## config.mk

```make
export PLATFORM = sky130hd
export DESIGN_NAME = data_mem_responder
export DESIGN_NICKNAME = d
export VERILOG_FILES = /design/src/rtl/mips_mem_pkg.sv /design/src/rtl/data_mem_array.sv /design/src/rtl/data_mem_responder.sv
export SDC_FILE = /design/constraint.sdc
export NUM_CORES = 2
export LEC_CHECK = 0
export BUFFER_PORTS_ARGS = -buffer_cell sky130_fd_sc_hd__buf_2
export CAP_MARGIN = 15
export CORE_ASPECT_RATIO = 1.5
export CORE_MARGIN = 2
export CORE_UTILIZATION = 30
export CTS_CLUSTER_DIAMETER = 80
export DETAILED_ROUTE_END_ITERATION = 10
export PLACE_DENSITY_LB_ADDON = 0.3
export SLEW_MARGIN = 20
export SYNTH_ARGS = -nofsm -noshare
export SYNTH_HDL_FRONTEND = slang
export SYNTH_SLANG_ARGS = --single-unit
```

## constraint.sdc

```tcl
create_clock -name Clk -period 9.65 [get_ports Clk]
set_input_delay 1.4475 -clock Clk [delete_from_list [all_inputs] [get_ports Clk]]
set_output_delay 1.4475 -clock Clk [all_outputs]
set_load 0.1 [all_outputs]
```

## src/rtl/mips_mem_pkg.sv

```systemverilog
// Shared types and constants for the data-memory responder and its storage array.
package mips_mem_pkg;

    localparam int unsigned WORD_W        = 32;
    localparam int unsigned DEPTH_DEFAULT = 64;

    typedef enum logic [1:0] {
        IDLE = 2'd0,
        WAIT = 2'd1,
        RESP = 2'd2
    } state_t;

endpackage

```

## src/rtl/data_mem_array.sv

```systemverilog
// Single-port word storage: synchronous write, combinational read.
module data_mem_array
    import mips_mem_pkg::*;
#(
    parameter int unsigned DEPTH = DEPTH_DEFAULT,
    parameter int unsigned IDX_W = (DEPTH > 1) ? $clog2(DEPTH) : 1
) (
    input  logic              clk,
    input  logic              we,
    input  logic [IDX_W-1:0]  addr,
    input  logic [WORD_W-1:0] wdata,
    output logic [WORD_W-1:0] rdata
);

    // Contents are never reset; the initializer only fixes the simulation start state.
    logic [WORD_W-1:0] mem_q [DEPTH] = '{default: '0};

    always_ff @(posedge clk) begin
        if (we) begin
            mem_q[addr] <= wdata;
        end
    end

    always_comb begin
        rdata = mem_q[addr];
    end

endmodule

```

## src/rtl/data_mem_responder.sv

```systemverilog
// Wait-state data-memory responder: accepts one request, waits WAIT_CYCLES, then pulses a response.
module data_mem_responder
    import mips_mem_pkg::*;
#(
    parameter int unsigned DEPTH       = DEPTH_DEFAULT,
    parameter int unsigned WAIT_CYCLES = 2
) (
    input  logic        Clk,
    input  logic        Reset,
    input  logic        ReqValid,
    input  logic        ReqWrite,
    input  logic [31:0] ReqAddr,
    input  logic [31:0] ReqWData,
    output logic        ReqReady,
    output logic        RespValid,
    output logic [31:0] RespRData,
    output logic        RespErr
);

    localparam int unsigned IDX_W = (DEPTH > 1) ? $clog2(DEPTH) : 1;

    state_t            state_q, state_d;
    logic [3:0]        cnt_q, cnt_d;
    logic              ready_q, ready_d;
    logic              valid_q, valid_d;
    logic [WORD_W-1:0] rdata_q, rdata_d;
    logic              err_q, err_d;
    logic              write_q, write_d;
    logic [31:0]       addr_q, addr_d;
    logic [WORD_W-1:0] wdata_q, wdata_d;

    logic              cur_write;
    logic [31:0]       cur_addr;
    logic [WORD_W-1:0] cur_wdata;
    logic              cur_err;
    logic              mem_we;
    logic [WORD_W-1:0] mem_rdata;

    always_comb begin
        state_d = state_q;
        cnt_d   = cnt_q;
        write_d = write_q;
        addr_d  = addr_q;
        wdata_d = wdata_q;
        valid_d = 1'b0;
        rdata_d = '0;
        err_d   = 1'b0;
        mem_we  = 1'b0;

        // With zero wait states RESP is entered on the accept edge itself,
        // so the live request fields stand in for the not-yet-latched ones.
        if (state_q == IDLE) begin
            cur_write = ReqWrite;
            cur_addr  = ReqAddr;
            cur_wdata = ReqWData;
        end else begin
            cur_write = write_q;
            cur_addr  = addr_q;
            cur_wdata = wdata_q;
        end
        cur_err = (cur_addr[1:0] != 2'b00) || (cur_addr[31:2] >= 30'(DEPTH));

        case (state_q)
            IDLE: begin
                if (ReqValid && ready_q) begin
                    write_d = ReqWrite;
                    addr_d  = ReqAddr;
                    wdata_d = ReqWData;
                    if (WAIT_CYCLES == 0) begin
                        state_d = RESP;
                    end else begin
                        state_d = WAIT;
                        cnt_d   = 4'(WAIT_CYCLES - 1);
                    end
                end
            end
            WAIT: begin
                if (cnt_q == 4'd0) begin
                    state_d = RESP;
                end else begin
                    cnt_d = cnt_q - 4'd1;
                end
            end
            RESP:    state_d = IDLE;
            default: state_d = IDLE;
        endcase

        if (state_d == RESP) begin
            valid_d = 1'b1;
            err_d   = cur_err;
            mem_we  = cur_write && !cur_err && !Reset;
            if (!cur_write && !cur_err) begin
                rdata_d = mem_rdata;
            end
        end

        ready_d = (state_d == IDLE);
    end

    always_ff @(posedge Clk) begin
        if (Reset) begin
            state_q <= IDLE;
            cnt_q   <= '0;
            ready_q <= 1'b1;
            valid_q <= 1'b0;
            rdata_q <= '0;
            err_q   <= 1'b0;
            write_q <= 1'b0;
            addr_q  <= '0;
            wdata_q <= '0;
        end else begin
            state_q <= state_d;
            cnt_q   <= cnt_d;
            ready_q <= ready_d;
            valid_q <= valid_d;
            rdata_q <= rdata_d;
            err_q   <= err_d;
            write_q <= write_d;
            addr_q  <= addr_d;
            wdata_q <= wdata_d;
        end
    end

    data_mem_array #(
        .DEPTH (DEPTH),
        .IDX_W (IDX_W)
    ) u_array (
        .clk   (Clk),
        .we    (mem_we),
        .addr  (cur_addr[IDX_W+1:2]),
        .wdata (cur_wdata),
        .rdata (mem_rdata)
    );

    assign ReqReady  = ready_q;
    assign RespValid = valid_q;
    assign RespRData = rdata_q;
    assign RespErr   = err_q;

endmodule

```

=== Word level (Yosys, flattened, before mapping) ===
Memories as Yosys holds them, arrays and structs flattened. A register that Yosys moved wholly into a read port is not among the register bits.
Index checks and enable logic that the tools add are counted.

* Flip-flop bits (word level): 74
* Memory bits (writable): 2048
* Input bits: 68
* Output and inout bits: 35
* Memories: 1

* $add $sub $neg: 1
* Magnitude comparators: 1
* Equal/unequal tests: 4
* Multiplexer cells: 13
* Bitwise gates (word level): 2
* Reduce and logical (&&, ||, !) cells: 17

{| class="wikitable"
|+ Memories
! memory !! depth !! bits a word !! rd ports !! clocked after memory_dff !! wr ports !! line !! source
|-
| u_array.mem_q || 64 || 32 || 1 || 1 || 1 || data_mem_array.sv:16 || <nowiki>logic [WORD_W-1:0] mem_q [DEPTH] = '{default: '0};</nowiki>
|}

{| class="wikitable"
|+ Operators with widths
! kind !! count
|-
| two-way mux 32 bit || 2
|-
| >= comparator 30 x 7 -> 1 bit, second input constant || 1
|-
| two-way mux 4 bit || 2
|-
| case mux 4 bit (2 select lines) || 1
|-
| two-way mux 1 bit || 5
|-
| logical AND 1 bit || 4
|-
| zero test 2 bit || 2
|-
| zero test 4 bit || 1
|-
| two-way mux 2 bit || 2
|-
| case mux 2 bit (2 select lines) || 1
|-
| nonzero test 2 bit || 2
|-
| subtractor 4 x 1 -> 4 bit, second input constant || 1
|-
| zero test 1 bit || 3
|-
| AND reduction 3 bit || 1
|-
| OR reduction 3 bit || 1
|-
| equality test 2 x 1 -> 1 bit, second input constant || 1
|-
| equality test 2 bit, second input constant || 1
|-
| != test 2 x 1 -> 1 bit, second input constant || 1
|-
| != test 2 bit, second input constant || 1
|-
| inverter 1 bit || 2
|-
| AND reduction 2 bit || 1
|-
| OR reduction 2 bit || 1
|-
| logical OR 1 bit || 1
|}

=== Longest topological paths before layout ===
* Depth in word-level cells: 10
* Mapped depth: 12
* Gate-level depth less buffers: 8

=== Hierarchy ===
From an unflattened synthesis, not the netlist that was laid out.

* Cells, all modules: 4699
* Area, all modules: 82608.0 µm²

{| class="wikitable"
|+ By module, submodules not included
! module !! times used !! cells an instance !! area each (µm²) !! sequential area each (µm²)
|-
| data_mem_array || 1 || 4207 || 78287.6 || 61499.0
|-
| data_mem_responder || 1 || 492 || 4320.4 || 2122.0
|}

=== Least setup slack after synthesis ===
OpenSTA, ideal clock, no wires.

* Path type: input to register
* From: input ReqAddr[4]
* To: memory u_array.mem_q[15][0], enable pin
* Library setup time: 0.421 ns
* Arrival time: 4.378 ns
* Slack: 4.851 ns
* Stages on the path: 10
* Buffers on the path: 6
* Path through: buf_2 -> or3b_1 -> buf_4 -> nand2_4 -> buf_6 -> buf_4 -> buf_6 -> buf_6 -> nand2_1 -> nor2_1

* Word-level cells in the longest chain between the ends: 9

{| class="wikitable"
|+ Ends and longest elaborated chain
! item !! line !! source
|-
| start: declaration || data_mem_responder.sv:12 || <nowiki>input logic [31:0] ReqAddr,</nowiki>
|-
| two-way mux 32 bit * || data_mem_responder.sv:52 || <nowiki>if (state_q == IDLE) begin</nowiki>
|-
| >= comparator 30 x 7 -> 1 bit || data_mem_responder.sv:61 || <nowiki>cur_err = (cur_addr[1:0] != 2'b00) || (cur_addr[31:2] >= 30'(DEPTH));</nowiki>
|-
| logical OR 1 bit || data_mem_responder.sv:61 ||
|-
| zero test 1 bit || data_mem_responder.sv:91 || <nowiki>mem_we = cur_write && !cur_err && !Reset;</nowiki>
|-
| logical AND 1 bit (2 in a row) || data_mem_responder.sv:91 ||
|-
| two-way mux 1 bit || data_mem_responder.sv:88 || <nowiki>if (state_d == RESP) begin</nowiki>
|-
| two-way mux 1 bit || data_mem_array.sv:19 || <nowiki>if (we) begin</nowiki>
|-
| two-way mux 1 bit (not written as such) || data_mem_array.sv:20 || <nowiki>mem_q[addr] <= wdata;</nowiki>
|-
| end: declaration || data_mem_array.sv:16 ||
|}

Every way passes the cells marked *; elsewhere a longest branch is shown, timed or not.

=== Worst setup path in the final report ===
* From: register state_q[1]
* To: register rdata_q[3] (netlist: RespRData[3]) (read register of u_array.mem_q)

* Word-level cells in the longest chain between the ends: 8
* Elaborated cells between the ends (all ways): 17
* Those cells by class: order compare (1); eq/ne (2); mux (5); bitwise (2); reduce/logical (7)

{| class="wikitable"
|+ Ends and longest elaborated chain
! item !! line !! source
|-
| start: declaration || data_mem_responder.sv:22 || <nowiki>state_t state_q, state_d;</nowiki>
|-
| start signal: assignment || data_mem_responder.sv:112 || <nowiki>state_q <= state_d;</nowiki>
|-
| zero test 2 bit || data_mem_responder.sv:52, data_mem_responder.sv:63 ||
|-
| two-way mux 32 bit || data_mem_responder.sv:52 ||
|-
| >= comparator 30 x 7 -> 1 bit / nonzero test 2 bit (equally long branches) || data_mem_responder.sv:61 ||
|-
| logical OR 1 bit || data_mem_responder.sv:61 ||
|-
| zero test 1 bit || data_mem_responder.sv:92 || <nowiki>if (!cur_write && !cur_err) begin</nowiki>
|-
| logical AND 1 bit || data_mem_responder.sv:92 ||
|-
| inverter 1 bit (no line) || n/a ||
|-
| OR reduction 3 bit (no line) || n/a ||
|-
| end: declaration || data_mem_responder.sv:26 || <nowiki>logic [WORD_W-1:0] rdata_q, rdata_d;</nowiki>
|}

Several ways; a longest one is shown, not always the timed one.
A chain may end at the register's enable or synchronous reset.

==> PnR_summary.wiki <==
{| class="wikitable"
! Metric !! Value
|-
| Top-level port count || 103
|-
| Non-filler cells, final || 8,721
|-
| Count of state elements after synthesis || 2,154
|-
| Arrival time reported for the critical path endpoint || 6.41 ns
|-
| Async set-or-reset flop fraction in the synthesized netlist || 0%
|-
| Cell seen most often among critical-path stages || sky130_fd_sc_hd__buf_4
|-
| Seq/Total Area, Yosys || 78.3%
|-
| Initial antenna violation count || 31
|-
| Number of placed cells counting well taps || 8,344
|-
| Number of buffers added to fix hold violations after cts || 0
|-
| Yosys warning count || 0
|-
| Average size of a mapped cell || 16.7 sq um
|-
| Cts bufs inserted || 190
|-
| CP Data Required Time || 10.37 ns
|-
| TritonCTS sink count || 2,154
|-
| Placeable core region || 270,000 sq um
|-
| Final worst path period share || 58.9%
|-
| Number of global-route vias before repair || 45,400
|-
| Worst-margin pin slew || 1.28 ns
|-
| Routed wire per std cell || 32.3 um
|-
| Post-synth EDFFs || 2,048
|-
| Post-detailed-routing wire length || 282,000 um
|-
| Leakage || 0.0294 uW
|-
| Via Count || 46,900
|-
| Power density over the cells || 226 nW/um^2
|-
| Area share of the leading cell type in the synthesized netlist || 75.7%
|-
| Final Wtd Congestion || 0.903
|-
| Most frequent standard cell in the layout excluding fill and tap cells || sky130_fd_sc_hd__edfxtp_1
|-
| Count of H-tree levels built during CTS || 4
|-
| Delay of the slowest cell on the worst path || 1.08 ns
|-
| Setup violators final || 0
|-
| Buffers inserted by post-CTS timing repair || 0
|-
| Global route total overflow || 0
|-
| Top FF cell, synth || sky130_fd_sc_hd__edfxtp_1
|-
| Clk Tree Root Cell || sky130_fd_sc_hd__clkbuf_16
|-
| Buffers plus inverters on the worst setup path || 3
|-
| Leading cell types in the layout, fill and taps excluded || 2,048 x sky130_fd_sc_hd__edfxtp_1, 526 x sky130_fd_sc_hd__nand2_1, 392 x sky130_fd_sc_hd__mux2i_1
|-
| Worst min path class || register to register
|-
| Setup TNS || 0 ns
|-
| Layout-stage area growth over the synthesis result || 15.2%
|-
| Total count of max-transition violations in the final report || 0
|-
| Post-CTS Resized || 0
|-
| Antenna-violating nets left || 0
|-
| Die Footprint || 275,000 sq um
|-
| Worst slew margin relative to its limit || 13.9%
|-
| Clock Skews || 0.0480 ns
|-
| Die span in x || 429 um
|-
| CTS tree || done
|-
| Fraction of layout cells with a size suffix above 1 || 14.5%
|-
| Library cell with the largest summed area after synthesis || sky130_fd_sc_hd__edfxtp_1
|-
| RSZ-0062 raised after global routing || false
|-
| Series of cell instances along the critical path || or2_2, buf_4, mux2_8, buf_4, buf_4, a21oi_1, or4_1, a222oi_1, a31oi_1
|-
| Drc violations || 0
|-
| Deepest clock path buffer count || 4
|-
| Slowest cell on the critical path || sky130_fd_sc_hd__a222oi_1
|-
| Worst Setup Path Type || register to register
|-
| Die outline height || 641 um
|-
| Largest cells by area after synthesis || sky130_fd_sc_hd__edfxtp_1 76%, sky130_fd_sc_hd__mux2i_1 4.9%, sky130_fd_sc_hd__a22oi_1 3.0%
|-
| Total of buffers placed on input and output ports || 102
|-
| Final-report hold violation count || 0
|-
| Wire length of the first global-routing pass || 379,000 um
|-
| Startpoint of the most critical register-to-register path || state_q[1]$_SDFF_PP0_
|-
| Initial detailed-routing violation count || 5,825
|-
| Number of nets in the layout || 5,083
|-
| Max-cap violations || 0
|-
| Crit Path Max Fanout || 44
|-
| Worst setup path startpoint || state_q[1]$_SDFF_PP0_
|-
| Fill cells || 25,600
|-
| CP Launch Type || register
|-
| Top delay family on crit path || buffers and inverters
|-
| # rows || 234
|-
| Initial Util || 30.1%
|-
| Worst setup EP type || register
|-
| Number of standard cells after synthesis || 4,856
|-
| GRT Resource Usage Total || 19.8%
|-
| HPWL Detailed || 179,000 um
|-
| Maximum clock rate || 0.176 GHz
|-
| Clk slew on worst S/H paths || 0.07 ns
|-
| Syn nets || 4,926
|-
| Result of the run || complete, no violations
|-
| Clock insertion delay at the later pin of the skew report || 0.89 ns
|-
| Post-synthesis cell area || 81,200 sq um
|-
| Drt pass-1 iters || 8
|-
| Maximum number of pins on one net before global-route repair || 94
|-
| Final critical-path required period || 5.68 ns
|-
| Maximum resistive drop on vdd || 0.158 mV
|-
| Worst Min Path Start || wdata_q[19]$_SDFFE_PP0P_
|-
| Distinct cells, synth || 69
|-
| Detail-routed via count per cell || 5.38
|}
registers in the layout (all words and copies together) (netlist names):
name and flops:
state_q 2, RespValid 1, RespErr 1, write_q 1, wdata_q 32, ReqReady 1
u_array.mem_q 2048, cnt_q 4, RespRData 32, addr_q 32
path summary, 6_finish.rpt:
kind / end / slack [ns] / depth (start not counted)
setup / recovery: RespRData[3]$_SDFF_PP0_ / 3.97 / 9
setup reg to reg: RespRData[3]$_SDFF_PP0_ / 3.97 / 9
hold reg to reg: wdata_q[19]$_SDFFE_PP0P_ / 0.46 / 2
hold / removal: wdata_q[19]$_SDFFE_PP0P_ / 0.46 / 2
power by group:
group | internal (uW) | switching [uW] | total [uW]
logic | 641 | 2290 | 2930
registers | 10600 | 27.1 | 10600
clock network | 4220 | 3390 | 7620
total | 15400 | 5710 | 21200
cell usage after synthesis (12+ instances only):
master / count
sky130_fd_sc_hd__edfxtp_1: 2048
sky130_fd_sc_hd__nand2_1: 565
sky130_fd_sc_hd__mux2i_1: 394
sky130_fd_sc_hd__a22oi_1: 329
sky130_fd_sc_hd__a21oi_1: 254
sky130_fd_sc_hd__clkbuf_1: 130
sky130_fd_sc_hd__a31oi_1: 126
sky130_fd_sc_hd__dfxtp_1: 106
sky130_fd_sc_hd__o22a_1: 99
sky130_fd_sc_hd__o22ai_1: 91
sky130_fd_sc_hd__nor2_1: 86
sky130_fd_sc_hd__buf_2: 78
sky130_fd_sc_hd__o21ai_0: 61
sky130_fd_sc_hd__a222oi_1: 58
sky130_fd_sc_hd__mux2_2: 58
sky130_fd_sc_hd__buf_1: 39
sky130_fd_sc_hd__buf_4: 36
sky130_fd_sc_hd__nand3_1: 34
sky130_fd_sc_hd__a22o_1: 27
sky130_fd_sc_hd__or4_1: 27
sky130_fd_sc_hd__a41oi_1: 25
sky130_fd_sc_hd__nor4_1: 24
sky130_fd_sc_hd__a221oi_1: 17
sky130_fd_sc_hd__a2111oi_2: 14
sky130_fd_sc_hd__buf_6: 12
per-layer routing:
layer / vias up / track usage (%) / routed length [um]
li1: 19800 / - / -
met1: 24300 / 21.4 / 96200
met2: 2211 / 35.1 / 143000
met3: 644 / 2.69 / 17000
met4: 10 / 15.6 / 25300
met5: - / 0 / 62
tightest hold or removal path, stage by stage, from the launching register on:
cell and delay (ns):
sky130_fd_sc_hd__dfxtp_1 0.31, sky130_fd_sc_hd__nand2_1 0.05, sky130_fd_sc_hd__a21oi_1 0.05
cell families (layout without fill, tap and decap cells):
family                     after synthesis  count (layout)  synth area share [%]
and+or+nand+nor                        783             783                  4.06
DFF                                   2154            2154                  78.3
xor gates and xnor gates                 2               2                0.0216
buffers and inverters                  302             606                  1.79
adders and majority gates                2               2                0.0308
muxes                                  454             454                  5.69
AOI/OAI and AO/OA                     1159            1159                  10.1
other                                    0              21                     0
per-stage QoR:
stage	cell area (sq um)	hold slack, ns	power (uW)	util [%]	worst slack, ns
2_1_floorplan	81200	0.436	12200	-	4.85
3_3_place_gp	86600	0.442	13700	32.1	2.52
3_5_place_dp	87000	0.447	13700	32.2	3.59
4_1_cts	93100	0.457	21200	34.5	4.16
5_1_grt	93600	0.476	21600	34.7	4.04
6_report	93600	0.456	21200	34.7	3.97
layout make-up:
| type | count | area [sq um] | area share, % |
|---|---|---|---|
| flip-flops and latches | 2154 | 63600 | 68.0 |
| multi-input cells | 2400 | 17000 | 18.2 |
| clock buffers | 249 | 5130 | 5.48 |
| well taps | 3540 | 4430 | 4.73 |
| repair buffers | 260 | 2370 | 2.53 |
| clock inverters | 90 | 925 | 0.988 |
| diodes | 21 | 52.6 | 0.0562 |
| inverters | 7 | 26.3 | 0.0281 |
Power figures use the tool's default switching activity.
